File: config.mk
export PLATFORM = sky130hd
export DESIGN_NAME = des_round_engine_flat
export DESIGN_NICKNAME = d
export VERILOG_FILES = /design/src/rtl/des_pkg.sv /design/src/rtl/des_round_engine_if.sv /design/src/rtl/des_f_func.sv /design/src/rtl/des_s_box.sv /design/src/rtl/des_round_engine.sv /design/src/flat_wrapper.sv
export SDC_FILE = /design/constraint.sdc
export NUM_CORES = 1
export LEC_CHECK = 0
export ABC_AREA = 1
export BUFFER_PORTS_ARGS = -buffer_cell sky130_fd_sc_hd__buf_2
export CAP_MARGIN = 20
export CORE_MARGIN = 5
export CORE_UTILIZATION = 55
export CTS_CLUSTER_SIZE = 8
export DETAILED_ROUTE_END_ITERATION = 7
export PLACE_DENSITY = 0.8
export RECOVER_POWER = 50
export SKIP_CTS_REPAIR_TIMING = 1
export SYNTH_ARGS = -nofsm -noshare
export SYNTH_HDL_FRONTEND = slang
export SYNTH_SLANG_ARGS = --single-unit
File: constraint.sdc
create_clock -name clk -period 3 [get_ports clk]
set_input_delay 0.9 -clock clk [delete_from_list [all_inputs] [get_ports clk]]
set_output_delay 0.9 -clock clk [all_outputs]
set_load 0.01 [all_outputs]
File: src/rtl/des_pkg.sv
// Shared DES tables, types and permutation helpers.
// IP/FP helpers are used by des_round_engine when DES_PERM_EN is defined.
package des_pkg;

    localparam int NUM_DES_ROUNDS = 16;

    typedef enum logic [1:0] {IDLE, ROUND, DONE} des_round_state_t;
    typedef logic [31:0] half_blk_t;
    typedef logic [47:0] subkey_t;

    // Tables hold 1-based DES bit numbers; bit 1 is the vector MSB.
    localparam int E_TABLE [48] = '{
        32,  1,  2,  3,  4,  5,  4,  5,  6,  7,  8,  9,
         8,  9, 10, 11, 12, 13, 12, 13, 14, 15, 16, 17,
        16, 17, 18, 19, 20, 21, 20, 21, 22, 23, 24, 25,
        24, 25, 26, 27, 28, 29, 28, 29, 30, 31, 32,  1
    };

    localparam int P_TABLE [32] = '{
        16,  7, 20, 21, 29, 12, 28, 17,
         1, 15, 23, 26,  5, 18, 31, 10,
         2,  8, 24, 14, 32, 27,  3,  9,
        19, 13, 30,  6, 22, 11,  4, 25
    };

    localparam int IP_TABLE [64] = '{
        58, 50, 42, 34, 26, 18, 10,  2,
        60, 52, 44, 36, 28, 20, 12,  4,
        62, 54, 46, 38, 30, 22, 14,  6,
        64, 56, 48, 40, 32, 24, 16,  8,
        57, 49, 41, 33, 25, 17,  9,  1,
        59, 51, 43, 35, 27, 19, 11,  3,
        61, 53, 45, 37, 29, 21, 13,  5,
        63, 55, 47, 39, 31, 23, 15,  7
    };

    localparam int FP_TABLE [64] = '{
        40,  8, 48, 16, 56, 24, 64, 32,
        39,  7, 47, 15, 55, 23, 63, 31,
        38,  6, 46, 14, 54, 22, 62, 30,
        37,  5, 45, 13, 53, 21, 61, 29,
        36,  4, 44, 12, 52, 20, 60, 28,
        35,  3, 43, 11, 51, 19, 59, 27,
        34,  2, 42, 10, 50, 18, 58, 26,
        33,  1, 41,  9, 49, 17, 57, 25
    };

    // Each box is flattened as row*16+col.
    localparam logic [3:0] S_BOX [8][64] = '{
        '{14, 4,13, 1, 2,15,11, 8, 3,10, 6,12, 5, 9, 0, 7,
           0,15, 7, 4,14, 2,13, 1,10, 6,12,11, 9, 5, 3, 8,
           4, 1,14, 8,13, 6, 2,11,15,12, 9, 7, 3,10, 5, 0,
          15,12, 8, 2, 4, 9, 1, 7, 5,11, 3,14,10, 0, 6,13},
        '{15, 1, 8,14, 6,11, 3, 4, 9, 7, 2,13,12, 0, 5,10,
           3,13, 4, 7,15, 2, 8,14,12, 0, 1,10, 6, 9,11, 5,
           0,14, 7,11,10, 4,13, 1, 5, 8,12, 6, 9, 3, 2,15,
          13, 8,10, 1, 3,15, 4, 2,11, 6, 7,12, 0, 5,14, 9},
        '{10, 0, 9,14, 6, 3,15, 5, 1,13,12, 7,11, 4, 2, 8,
          13, 7, 0, 9, 3, 4, 6,10, 2, 8, 5,14,12,11,15, 1,
          13, 6, 4, 9, 8,15, 3, 0,11, 1, 2,12, 5,10,14, 7,
           1,10,13, 0, 6, 9, 8, 7, 4,15,14, 3,11, 5, 2,12},
        '{ 7,13,14, 3, 0, 6, 9,10, 1, 2, 8, 5,11,12, 4,15,
          13, 8,11, 5, 6,15, 0, 3, 4, 7, 2,12, 1,10,14, 9,
          10, 6, 9, 0,12,11, 7,13,15, 1, 3,14, 5, 2, 8, 4,
           3,15, 0, 6,10, 1,13, 8, 9, 4, 5,11,12, 7, 2,14},
        '{ 2,12, 4, 1, 7,10,11, 6, 8, 5, 3,15,13, 0,14, 9,
          14,11, 2,12, 4, 7,13, 1, 5, 0,15,10, 3, 9, 8, 6,
           4, 2, 1,11,10,13, 7, 8,15, 9,12, 5, 6, 3, 0,14,
          11, 8,12, 7, 1,14, 2,13, 6,15, 0, 9,10, 4, 5, 3},
        '{12, 1,10,15, 9, 2, 6, 8, 0,13, 3, 4,14, 7, 5,11,
          10,15, 4, 2, 7,12, 9, 5, 6, 1,13,14, 0,11, 3, 8,
           9,14,15, 5, 2, 8,12, 3, 7, 0, 4,10, 1,13,11, 6,
           4, 3, 2,12, 9, 5,15,10,11,14, 1, 7, 6, 0, 8,13},
        '{ 4,11, 2,14,15, 0, 8,13, 3,12, 9, 7, 5,10, 6, 1,
          13, 0,11, 7, 4, 9, 1,10,14, 3, 5,12, 2,15, 8, 6,
           1, 4,11,13,12, 3, 7,14,10,15, 6, 8, 0, 5, 9, 2,
           6,11,13, 8, 1, 4,10, 7, 9, 5, 0,15,14, 2, 3,12},
        '{13, 2, 8, 4, 6,15,11, 1,10, 9, 3,14, 5, 0,12, 7,
           1,15,13, 8,10, 3, 7, 4,12, 5, 6,11, 0,14, 9, 2,
           7,11, 4, 1, 9,12,14, 2, 0, 6,10,13,15, 3, 5, 8,
           2, 1,14, 7, 4,10, 8,13,15,12, 9, 0, 3, 5, 6,11}
    };

    function automatic logic [63:0] ip_perm(input logic [63:0] x);
        logic [63:0] y;
        y = '0;
        for (int i = 0; i < 64; i++)
            y[6'(63 - i)] = x[6'(64 - IP_TABLE[i])];
        return y;
    endfunction

    function automatic logic [63:0] fp_perm(input logic [63:0] x);
        logic [63:0] y;
        y = '0;
        for (int i = 0; i < 64; i++)
            y[6'(63 - i)] = x[6'(64 - FP_TABLE[i])];
        return y;
    endfunction

endpackage

File: src/rtl/des_round_engine_if.sv
// Block-in / block-out valid-ready bundle of the DES round engine.
// master drives blocks in and takes results; slave is the engine.
interface des_round_engine_if;

    logic        in_valid;
    logic        in_ready;
    logic [63:0] in_block;
    logic        decrypt;
    logic        out_valid;
    logic        out_ready;
    logic [63:0] out_block;

    modport master (
        output in_valid, in_block, decrypt, out_ready,
        input  in_ready, out_valid, out_block
    );

    modport slave (
        input  in_valid, in_block, decrypt, out_ready,
        output in_ready, out_valid, out_block
    );

endinterface

File: src/rtl/des_f_func.sv
// Combinational DES round function f(R,K) = P(S(E(R) ^ K)).
// Pure wiring plus the eight s-box lookups.
module des_f_func
    import des_pkg::*;
(
    input  half_blk_t r,
    input  subkey_t   k,
    output half_blk_t f
);

    subkey_t   e_r;
    subkey_t   x;
    half_blk_t s_out;

    for (genvar j = 0; j < 48; j++) begin : g_e
        assign e_r[47-j] = r[32-E_TABLE[j]];
    end

    assign x = e_r ^ k;

    des_s_box #(.BOX(0)) s_box1 (.b(x[47:42]), .s(s_out[31:28]));
    des_s_box #(.BOX(1)) s_box2 (.b(x[41:36]), .s(s_out[27:24]));
    des_s_box #(.BOX(2)) s_box3 (.b(x[35:30]), .s(s_out[23:20]));
    des_s_box #(.BOX(3)) s_box4 (.b(x[29:24]), .s(s_out[19:16]));
    des_s_box #(.BOX(4)) s_box5 (.b(x[23:18]), .s(s_out[15:12]));
    des_s_box #(.BOX(5)) s_box6 (.b(x[17:12]), .s(s_out[11:8]));
    des_s_box #(.BOX(6)) s_box7 (.b(x[11:6]),  .s(s_out[7:4]));
    des_s_box #(.BOX(7)) s_box8 (.b(x[5:0]),   .s(s_out[3:0]));

    for (genvar j = 0; j < 32; j++) begin : g_p
        assign f[31-j] = s_out[32-P_TABLE[j]];
    end

endmodule

File: src/rtl/des_s_box.sv
// One DES s-box: 6-bit group in, 4-bit value out.
// Row is the outer bit pair {b5,b0}, column the inner nibble.
module des_s_box
    import des_pkg::*;
#(
    parameter int BOX = 0
) (
    input  logic [5:0] b,
    output logic [3:0] s
);

    assign s = S_BOX[BOX][{b[5], b[0], b[4:1]}];

endmodule

File: src/rtl/des_round_engine.sv
// Iterative DES Feistel core, one round per clock.
// Define DES_PERM_EN to wrap the rounds in IP/FP (full DES).
module des_round_engine
    import des_pkg::*;
#(
    parameter int NUM_ROUNDS = NUM_DES_ROUNDS
) (
    input  logic                clk,
    input  logic                rst,
    des_round_engine_if.slave   bus,
    output logic [3:0]          key_idx,
    input  subkey_t             subkey,
    output logic                busy
);

    localparam logic [3:0] LAST = 4'(NUM_ROUNDS - 1);

    des_round_state_t state_q, state_d;
    logic [3:0]       rnd_q, rnd_d;
    logic             dec_q, dec_d;
    half_blk_t        l_q, l_d;
    half_blk_t        r_q, r_d;
    half_blk_t        f_out;
    logic [63:0]      ld_blk;
    logic [63:0]      res_blk;

    des_f_func u_f (
        .r (r_q),
        .k (subkey),
        .f (f_out)
    );

`ifdef DES_PERM_EN
    assign ld_blk  = ip_perm(bus.in_block);
    assign res_blk = fp_perm({r_q, l_q});
`else
    assign ld_blk  = bus.in_block;
    assign res_blk = {r_q, l_q};
`endif

    always_ff @(posedge clk) begin
        if (rst) begin
            state_q <= IDLE;
            rnd_q   <= '0;
            dec_q   <= 1'b0;
            l_q     <= '0;
            r_q     <= '0;
        end else begin
            state_q <= state_d;
            rnd_q   <= rnd_d;
            dec_q   <= dec_d;
            l_q     <= l_d;
            r_q     <= r_d;
        end
    end

    always_comb begin
        state_d = state_q;
        rnd_d   = rnd_q;
        dec_d   = dec_q;
        l_d     = l_q;
        r_d     = r_q;
        unique case (state_q)
            IDLE: begin
                if (bus.in_valid) begin
                    state_d = ROUND;
                    l_d     = ld_blk[63:32];
                    r_d     = ld_blk[31:0];
                    dec_d   = bus.decrypt;
                    rnd_d   = '0;
                end
            end
            ROUND: begin
                l_d   = r_q;
                r_d   = l_q ^ f_out;
                rnd_d = rnd_q + 4'd1;
                if (rnd_q == LAST)
                    state_d = DONE;
            end
            DONE: begin
                if (bus.out_ready)
                    state_d = IDLE;
            end
            default: state_d = IDLE;
        endcase
    end

    // Decrypt walks the subkeys from the far end.
    assign key_idx = (state_q != ROUND) ? 4'd0 :
                     dec_q ? (LAST - rnd_q) : rnd_q;

    assign bus.in_ready  = (state_q == IDLE);
    assign bus.out_valid = (state_q == DONE);
    assign bus.out_block = (state_q == DONE) ? res_blk : '0;
    assign busy          = (state_q != IDLE);

endmodule

File: src/flat_wrapper.sv
// flat-port wrapper written by rule: the top's interface ports become plain ports
module des_round_engine_flat import des_pkg::*;
#(
    parameter int NUM_ROUNDS = NUM_DES_ROUNDS
)
  (clk, rst, key_idx, subkey, busy, bus_in_valid, bus_in_block, bus_decrypt, bus_out_ready, bus_in_ready, bus_out_valid, bus_out_block);
  des_round_engine_if bus_i ();
  input  logic clk;
  input  logic rst;
  output logic [3:0] key_idx;
  input  subkey_t subkey;
  output logic busy;
  input wire logic [$bits(bus_i.in_valid)-1:0] bus_in_valid;
  input wire logic [$bits(bus_i.in_block)-1:0] bus_in_block;
  input wire logic [$bits(bus_i.decrypt)-1:0] bus_decrypt;
  input wire logic [$bits(bus_i.out_ready)-1:0] bus_out_ready;
  output wire logic [$bits(bus_i.in_ready)-1:0] bus_in_ready;
  output wire logic [$bits(bus_i.out_valid)-1:0] bus_out_valid;
  output wire logic [$bits(bus_i.out_block)-1:0] bus_out_block;
  assign bus_i.in_valid = bus_in_valid;
  assign bus_i.in_block = bus_in_block;
  assign bus_i.decrypt = bus_decrypt;
  assign bus_i.out_ready = bus_out_ready;
  assign bus_in_ready = bus_i.in_ready;
  assign bus_out_valid = bus_i.out_valid;
  assign bus_out_block = bus_i.out_block;
  des_round_engine #(.NUM_ROUNDS(NUM_ROUNDS)) u_core (.clk(clk), .rst(rst), .bus(bus_i), .key_idx(key_idx), .subkey(subkey), .busy(busy));
endmodule
== Yosys cells after proc, flatten, opt, wreduce, memory -nomap -nowiden ==
Memories as Yosys holds them, arrays and structs flattened.
Cells that the tools add are included.

* Word-level logic and storage cells: 75
* Bits in read-only memories: 2048
* Output and inout port bits: 71
* Register bits after elaboration: 71
* Memories kept: 8

{| class="wikitable"
|+ Memories
! memory !! depth !! bits a word !! rd ports !! clocked after memory_dff !! write ports !! line !! source
|-
| (no name shown) || 64 || 4 || 1 || 0 || 0 || des_s_box.sv:12 || <nowiki>assign s = S_BOX[BOX][{b[5], b[0], b[4:1]}];</nowiki>
|-
| (no name shown) || 64 || 4 || 1 || 0 || 0 || des_s_box.sv:12 ||
|-
| (no name shown) || 64 || 4 || 1 || 0 || 0 || des_s_box.sv:12 ||
|-
| (no name shown) || 64 || 4 || 1 || 0 || 0 || des_s_box.sv:12 ||
|-
| (no name shown) || 64 || 4 || 1 || 0 || 0 || des_s_box.sv:12 ||
|-
| (no name shown) || 64 || 4 || 1 || 0 || 0 || des_s_box.sv:12 ||
|-
| +2 memories || -- || -- || -- || -- || -- || -- ||
|}

* Reductions and logical operators: 6
* Equality and inequality tests: 7
* Mux-type cells: 29
* Bitwise gates (word level): 10
* Magnitude comparators: 8
* $add $sub $neg: 2

{| class="wikitable"
|+ Operators by type and width
! operator !! count
|-
| $pmux 32 s2 || 2
|-
| $mux 4 || 19
|-
| $mux 32 || 2
|-
| $mux 64 || 1
|-
| $ge 7x7->1 const B || 8
|-
| $not 6->7 || 8
|-
| $xor 48x48->48 || 1
|-
| $xor 32x32->32 || 1
|-
| $pmux 4 s2 || 1
|-
| $mux 2 || 3
|-
| $pmux 2 s3 || 1
|-
| $add 4x1->4 const B || 1
|-
| $eq 4x4->1 const B || 1
|-
| $ne 2x1->1 const B || 2
|-
| $ne 2x2->1 const B || 2
|-
| $reduce_and 2->1 || 2
|-
| $reduce_bool 2->1 || 2
|-
| $sub 4x4->4 const A || 1
|-
| $reduce_and 3->1 || 1
|-
| $eq 2x1->1 const B || 1
|-
| $eq 2x2->1 const B || 1
|-
| $logic_not 2->1 || 1
|}

== Logic depth before layout (Yosys ltp) ==
Gate-level depths: netlist of run 1.

* Word-level depth: 7
* Mapped depth: 17

== By module ==
Synthesis of run 1 repeated with hierarchy kept, for this count alone.

* Cell total of the unflattened synthesis: 1870
* Area total of the unflattened synthesis: 9634.2 um^2

{| class="wikitable"
|+ Modules (own cells, without submodules)
! module !! area each (um^2) !! times used !! cells an instance
|-
| des_round_engine || 4129.0 || 1 || 735
|-
| des_f_func || 840.8 || 1 || 224
|-
| des_s_box at u_core.u_f.s_box2 || 640.6 || 1 || 122
|-
| des_s_box at u_core.u_f.s_box6 || 625.6 || 1 || 119
|-
| des_s_box at u_core.u_f.s_box1 || 608.1 || 1 || 120
|-
| des_s_box at u_core.u_f.s_box8 || 599.3 || 1 || 113
|-
| des_s_box at u_core.u_f.s_box5 || 581.8 || 1 || 117
|-
| des_s_box at u_core.u_f.s_box7 || 560.5 || 1 || 110
|-
| des_s_box at u_core.u_f.s_box3 || 530.5 || 1 || 106
|-
| des_s_box at u_core.u_f.s_box4 || 518.0 || 1 || 104
|}

== Worst setup path before layout of run 1 ==
Ideal clock, no wire load.

* Path type: in2reg
* Start: input subkey[43]
* End: register u_core.r_q[23]
* Required time: 2866 ps
* Path buffers: 0
* Library setup time: 134 ps
* Arrival: 2279 ps
* Stages on the path: 17
* Setup slack: 588 ps
* Cells stage by stage: inv_1 nand2_1 nand2_1 inv_1 ha_1 inv_1 nand2_1 nand2_1 nand2_1 nand3_1 nand2_1 nand2_1 nand2_1 nand2_1 nand3_1 nand2_1 a21oi_1

* Longest elaborated chain between the ends: 7

{| class="wikitable"
|+ Ends and longest elaborated chain
! what !! line !! source
|-
| from (decl) || flat_wrapper.sv:11 || <nowiki>input subkey_t subkey;</nowiki>
|-
| $xor 48x48->48 || des_f_func.sv:19 || <nowiki>assign x = e_r ^ k;</nowiki>
|-
| $not 6->7 (implied by the code) || des_s_box.sv:12 ||
|-
| $mem_v2 64x4 || -- ||
|-
| $mux 4 (implied by the code) (2 in series) || des_s_box.sv:12 ||
|-
| $xor 32x32->32 || des_round_engine.sv:75 || <nowiki>r_d = l_q ^ f_out;</nowiki>
|-
| $pmux 32 s2 || des_round_engine.sv:63 || <nowiki>unique case (state_q)</nowiki>
|-
| to (signal assigned) || des_round_engine.sv:53 || <nowiki>r_q <= r_d;</nowiki>
|-
| to (decl) || des_round_engine.sv:22 || <nowiki>half_blk_t r_q, r_d;</nowiki>
|}

Every way passes these cells. The select of a mux whose other input is x is not followed.
A chain may end at the register's enable or synchronous reset.

== Final worst setup path of run 1 ==
* Start: register u_core.state_q[0]
* End: output bus_out_block[6]

* Longest elaborated chain between the ends: 2

{| class="wikitable"
|+ Ends and longest elaborated chain
! what !! line !! source
|-
| from (decl) || des_round_engine.sv:18 || <nowiki>des_round_state_t state_q, state_d;</nowiki>
|-
| from (signal assigned) || des_round_engine.sv:49 || <nowiki>state_q <= state_d;</nowiki>
|-
| $eq 2x2->1 || des_round_engine.sv:94 || <nowiki>assign bus.out_block = (state_q == DONE) ? res_blk : '0;</nowiki>
|-
| $mux 64 || des_round_engine.sv:94 ||
|-
| to (decl) || flat_wrapper.sv:19 || <nowiki>output wire logic [$bits(bus_i.out_block)-1:0] bus_out_block;</nowiki>
|}

Every way passes these cells.

==> results of run 1 <==
sequential cells by signal (all words and copies together), names as in the netlist:
| name | cells |
|---|---|
| u_core.r_q | 32 |
| u_core.dec_q | 1 |
| u_core.rnd_q | 4 |
| u_core.state_q | 2 |
| u_core.l_q | 32 |
layout make-up:
cell class                 count  area share
clock buffer                  10      0.0220
sequential                    71       0.131
inverter                     176      0.0608
tap                          225      0.0259
clock inverter                 6     0.00634
multi-input combinational   1407       0.642
timing repair buffer         222       0.112
cells by family after synthesis:
| group | after synthesis | share of synthesized area |
|---|---|---|
| fa+ha+maj | 63 | 0.0832 |
| xor+xnor | 42 | 0.0626 |
| buf+inv | 252 | 0.114 |
| flops | 71 | 0.150 |
| simple gates | 1166 | 0.513 |
| compound gates | 136 | 0.0779 |
per-layer routing:
| metal | global-route usage | vias to the layer above |
|---|---|---|
| li1 | - | 5817 |
| met1 | 0.443 | 5153 |
| met2 | 0.524 | 575 |
| met3 | 0.0357 | 49 |
| met4 | 0.0948 | 0 |
| met5 | 0 | - |
path summary, 6_finish.rpt:
path,to,slack [ps],cells after the start
min reg2reg,u_core.rnd_q[3],510,2
min,u_core.rnd_q[3],510,2
max,bus_out_block[6],290,5
max reg2reg,u_core.state_q[1],500,6
through the flow:
stage	cell area (um2)	power, uW	setup WS (ps)	std cells	utilization
after detailed placement	10600	4460	293	2101	0.619
after CTS	10900	5600	247	2117	0.637
final	10900	5640	289	2117	0.634
after global placement	10600	4460	286	2101	0.619
after floorplan	9480	3660	588	1730	-
after global routing	10900	6130	179	2117	0.634
critical path: stages (launching register included):
cell	delay (ps)
dfxtp_1	350
nor2_1	80
inv_2	460
buf_4	340
nor2_1	70
buf_2	140
synthesized netlist by cell type, types with 9 or more instances:
library cell  instances
inv_2                10
dfxtp_1              71
buf_4                 9
buf_2                23
xnor2_1              18
buf_6                 9
a21oi_1              43
nand2_2               9
a31oi_1              33
inv_1               164
nand2_1             682
nand3_1             332
clkbuf_1             29
ha_1                 63
o21ai_0              53
nor2_1              133
power by group:
| part | total [uW] | switching (uW) | internal (uW) | leakage (uW) |
|---|---|---|---|---|
| sequential | 1280 | 212 | 1070 | 0.000588 |
| combinational | 3220 | 2090 | 1130 | 0.00510 |
| clock | 1140 | 465 | 671 | 0.000149 |
==> impl_results.md, run 1 <==
* Status: finished clean
* Max Clock Freq at between 300 and 400 MHz
* Crit Path Class: reg2out
* Top FF cell, synth: dfxtp_1
* CTS tree: built
* I/O pin count at approximately 190
* Vias in the first global route at approximately 11,000
* Setup TNS Final at 0 ps
* Htree depth at 3
* Met2 wire length at 14.6 mm
* Post-synth top area share at 0.270
* Most frequent cells in the layout: nand2_1, nand3_1, buf_2
* Worst Tran Pin Value at 1260 ps
* Placer Congestion at 0.997
* Synth warn at 0
* Sequential-to-total area share from yosys stat at 0.150
* Clk_skew at 8.42 ps
* Largest net degree at the start of global routing at 59
* Detailed Place HPWL at 24.6 mm
* CP required at 2100 ps
* VDD IR max at 0.000302 V
* ANT cells at 0
* DR DRC count at 0
* Synth area leader: nand2_1
* CTS Root Cell: clkbuf_16
* Hold path start: u_core.rnd_q[3]
* Top Layer Used: met4
* RSZ-0062 raised after global routing: false
* Worst-Skew Late Latency at 350 ps
* ANT nets after route at 0
* Critical path origin: u_core.state_q[0]
* DR vias/cell at 5.48
* LEAKAGE at around 0.0058 uW
* Routed WL at 32.5 mm
* Die area at 20,000 um2
* EDFF count, synth at 0
* Hold/Removal Path Class: reg2reg
* Critical path launch point type: register
* R2R Path Start: u_core.state_q[0]
* Area occupied by multi-input gates at 6970 um2
* DIE HEIGHT at roughly 140 um
* MaxCap Viol Count at 0
* # clock sinks at slightly above 70
* Row count at 48
* Die W at 141 um
* Core footprint at approximately 17,000 um2
* Clock-pin slew on the worst setup and hold paths at 60 ps
* Syn-to-layout area delta at 14.6%
* Critical Path AT at 1810 ps
* Nets at between 2,000 and 2,500
* Largest cells by area after synthesis: nand2_1, nand3_1, dfxtp_1
* Syn_nets at ~1,900
* Cell variety after synth at 33
* Slew HR at 0.160
* Inserted Clock Buffers at 9
* Starting DRT DRC Count at 1,176
* Period minus WS final at 2710 ps
* Ys async rst share at 0
* Clock buffer depth at 2
* Synth Instances at 1,730
* Leading cell type in the layout, fill and taps excluded: nand2_1
* Mapped cell area at roughly 9500 um2
* Syn avg cell area at roughly 5.5 um2
* Pre-antenna DRT Iters at 6
* Max FO, Critical Path at 29
* Worst hold margin at 512 ps
* Initial antenna violation count at 0
* #FFs+latches synth at 71
* Initial Util at 0.554
* Via count at 11,600
* GR Util All Layers at 0.319
* GRT overflow at 0
* Sequential cell area at 1420 um2
* DR WL/cell at 15.4 um
* Final Setup Violations at 0
* CP endpoint kind: primary output
* Hold Violations, Final at 0
* Slew Viols, Final at 0
* Routed length on met1 at 14.1 mm
* IO Port Bufs at 187
* Routed wl met3 at 3.02 mm
* Layout cell share with drive strength beyond 1 at 0.147
* First-pass GRT wire length at roughly 53 mm
* P per Cell Area at 520 nW/um2
* Final period utilization at 0.904
* Fill cells at about 1,800
(Power assumes the default switching activity.)
==> run 2: changes to the inputs <==
--- a/config.mk
+++ b/config.mk
@@ -14,6 +14,7 @@
 export DETAILED_ROUTE_END_ITERATION = 7
 export PLACE_DENSITY = 0.8
 export RECOVER_POWER = 50
+export REMOVE_ABC_BUFFERS = 1
 export SKIP_CTS_REPAIR_TIMING = 1
 export SYNTH_ARGS = -nofsm -noshare
 export SYNTH_HDL_FRONTEND = slang
==> run 2 against run 1 <==
  * Cell count shrank 0.14%
  * Utilization shrank 0.41 points
  * Fmax shrank 1.8%
  * Clock power shrank 4%
  * Sequential power is essentially flat
  * Clock skew grew 0.88 ps
  * Worst setup slack lost 49 ps
  * Largest cell class unchanged
  * Highest routed layer unchanged
==> impl_results.md, run 2 (synthesized netlist as in run 1, its figures left out) <==
* VDD IR max at just over 0.0003 V
* Syn-to-layout area delta at 13.9%
* Routed wl met3 at around 2.7 mm
* Worst-Skew Late Latency at roughly 340 ps
* Worst Tran Pin Value at 1350 ps
* Critical Path AT at 1860 ps
* Critical path, cell by cell: inv_1, nor2_1, inv_2, buf_12, nor2_1, buf_2
* # clock sinks at a little over 70
* Die area at 20,000 um2
* Initial antenna violation count at 0
* Placer Congestion at 0.995
* Hold/Removal Path Class: reg2reg
* Non-Filler Instances at 2,114
* Critical path launch point type: register
* Post-Place Cells at 2,097
* LEAKAGE at 0.00580 uW
* Vias in the first global route at 10,400
* Detailed Place HPWL at ~24 mm
* Hold Violations, Final at 0
* Starting DRT DRC Count at ~1,000
* Final period utilization at 0.920
* Inserted Clock Buffers at 9
* GRT overflow at 0
* Core footprint at 17,100 um2
* CTS tree: built
* DR vias/cell at between 5 and 6
* Most common cell on crit path: nor2_1
* Layout cell share with drive strength beyond 1 at 0.144
* Post-Route Utilization at 0.630
* CP delay by family, top: buffers and inverters
* Clk_skew at 9.29 ps
* Routed WL at 32.1 mm
* Period minus WS final at about 2800 ps
* Buf/Inv on CP at 4
* DP Area at ~11,000 um2
* ANT nets after route at 0
* Max stage delay on crit path at 350 ps
* CP endpoint kind: primary output
* P per Cell Area at 517 nW/um2
* Status: finished clean
* Met2 wire length at 14.7 mm
* Largest net degree at the start of global routing at 61
* Max Clock Freq at 362 MHz
* Final Setup Violations at 0
* First-pass GRT wire length at 51.5 mm
* Via count at 11,600
* Routed length on met1 at roughly 14 mm
* Die W at 141 um
* CP required at 2100 ps
* Pre-antenna DRT Iters at 6
* Max FO, Critical Path at a little over 40
* Clock buffer depth at 2
* DIE HEIGHT at ~140 um
* Most frequent cells in the layout: nand2_1, nand3_1, buf_2
* Fin area at 10,800 um2
* Leading cell type in the layout, fill and taps excluded: nand2_1
* GR Util All Layers at 0.311
* Clock-pin slew on the worst setup and hold paths at 60 ps
* Nets at 2,063
* DR WL/cell at 15.2 um
* MaxCap Viol Count at 0
* CTS Root Cell: clkbuf_16
* Slew HR at 0.102
* Top flop regs: u_core.l_q: 32 flops, u_core.r_q: 32 flops, u_core.rnd_q: 4 flops
* DR DRC count at 0
* Row count at 48
* Crit Path Class: reg2out
* Slew Viols, Final at 0
* IO Port Bufs at about 190
* Initial Util at 0.554
* Crit-path slowest cell: dfxtp_1
* Top Layer Used: met4
* RSZ-0062 raised after global routing: false
* Htree depth at 3
* I/O pin count at between 150 and 200
## run 2: power breakdown
group | internal, uW | leakage, uW | switching [uW] | total, uW
Clock | 664 | 0.000146 | 438 | 1100
Combinational | 1110 | 0.00507 | 2090 | 3200
Sequential | 1070 | 0.000588 | 205 | 1280
Total | 2850 | 0.00580 | 2740 | 5580
## run 2: final timing paths
kind / depth (start not counted) / start / end / slack (ps)
max: 6 / u_core.state_q[1] / bus_out_block[19] / 240
min: 2 / u_core.rnd_q[3] / u_core.rnd_q[3] / 510
max reg2reg: 8 / u_core.state_q[0] / u_core.r_q[11] / 290
min reg2reg: 2 / u_core.rnd_q[3] / u_core.rnd_q[3] / 510
## run 2: worst reg2reg max path, delay by kind of cell, from the launching register on
kind            cells  cell delay, ps
compound gates      1             120
buf+inv             3            1520
simple gates        4             640
flops               1             370
## run 2: cell type report
| class | instances | area (um2) |
|---|---|---|
| clock inverters | 4 | 45.0 |
| fillers | 1714 | 6330 |
| well taps | 225 | 282 |
| flip-flops and latches | 71 | 1420 |
| clock buffers | 12 | 246 |
| repair buffers | 218 | 1160 |
| multi-input cells | 1407 | 6970 |
| inverters | 176 | 661 |
| diodes | 1 | 2.50 |
## run 2: metal layers
layer	vias to the layer above	GRT usage
met5	-	0
met4	0	0.0898
met3	48	0.0445
met2	556	0.505
met1	5164	0.431
li1	5802	-
## run 2: per-stage QoR
step	total power, uW	hold WS (ps)	setup TNS (ps)	setup WS, ps
floorplan	3540	465	-247260	-3990
global placement	4430	497	0	330
detailed placement	4440	508	0	246
CTS	5540	518	0	240
global route	6050	542	0	46.2
finish	5580	513	0	240
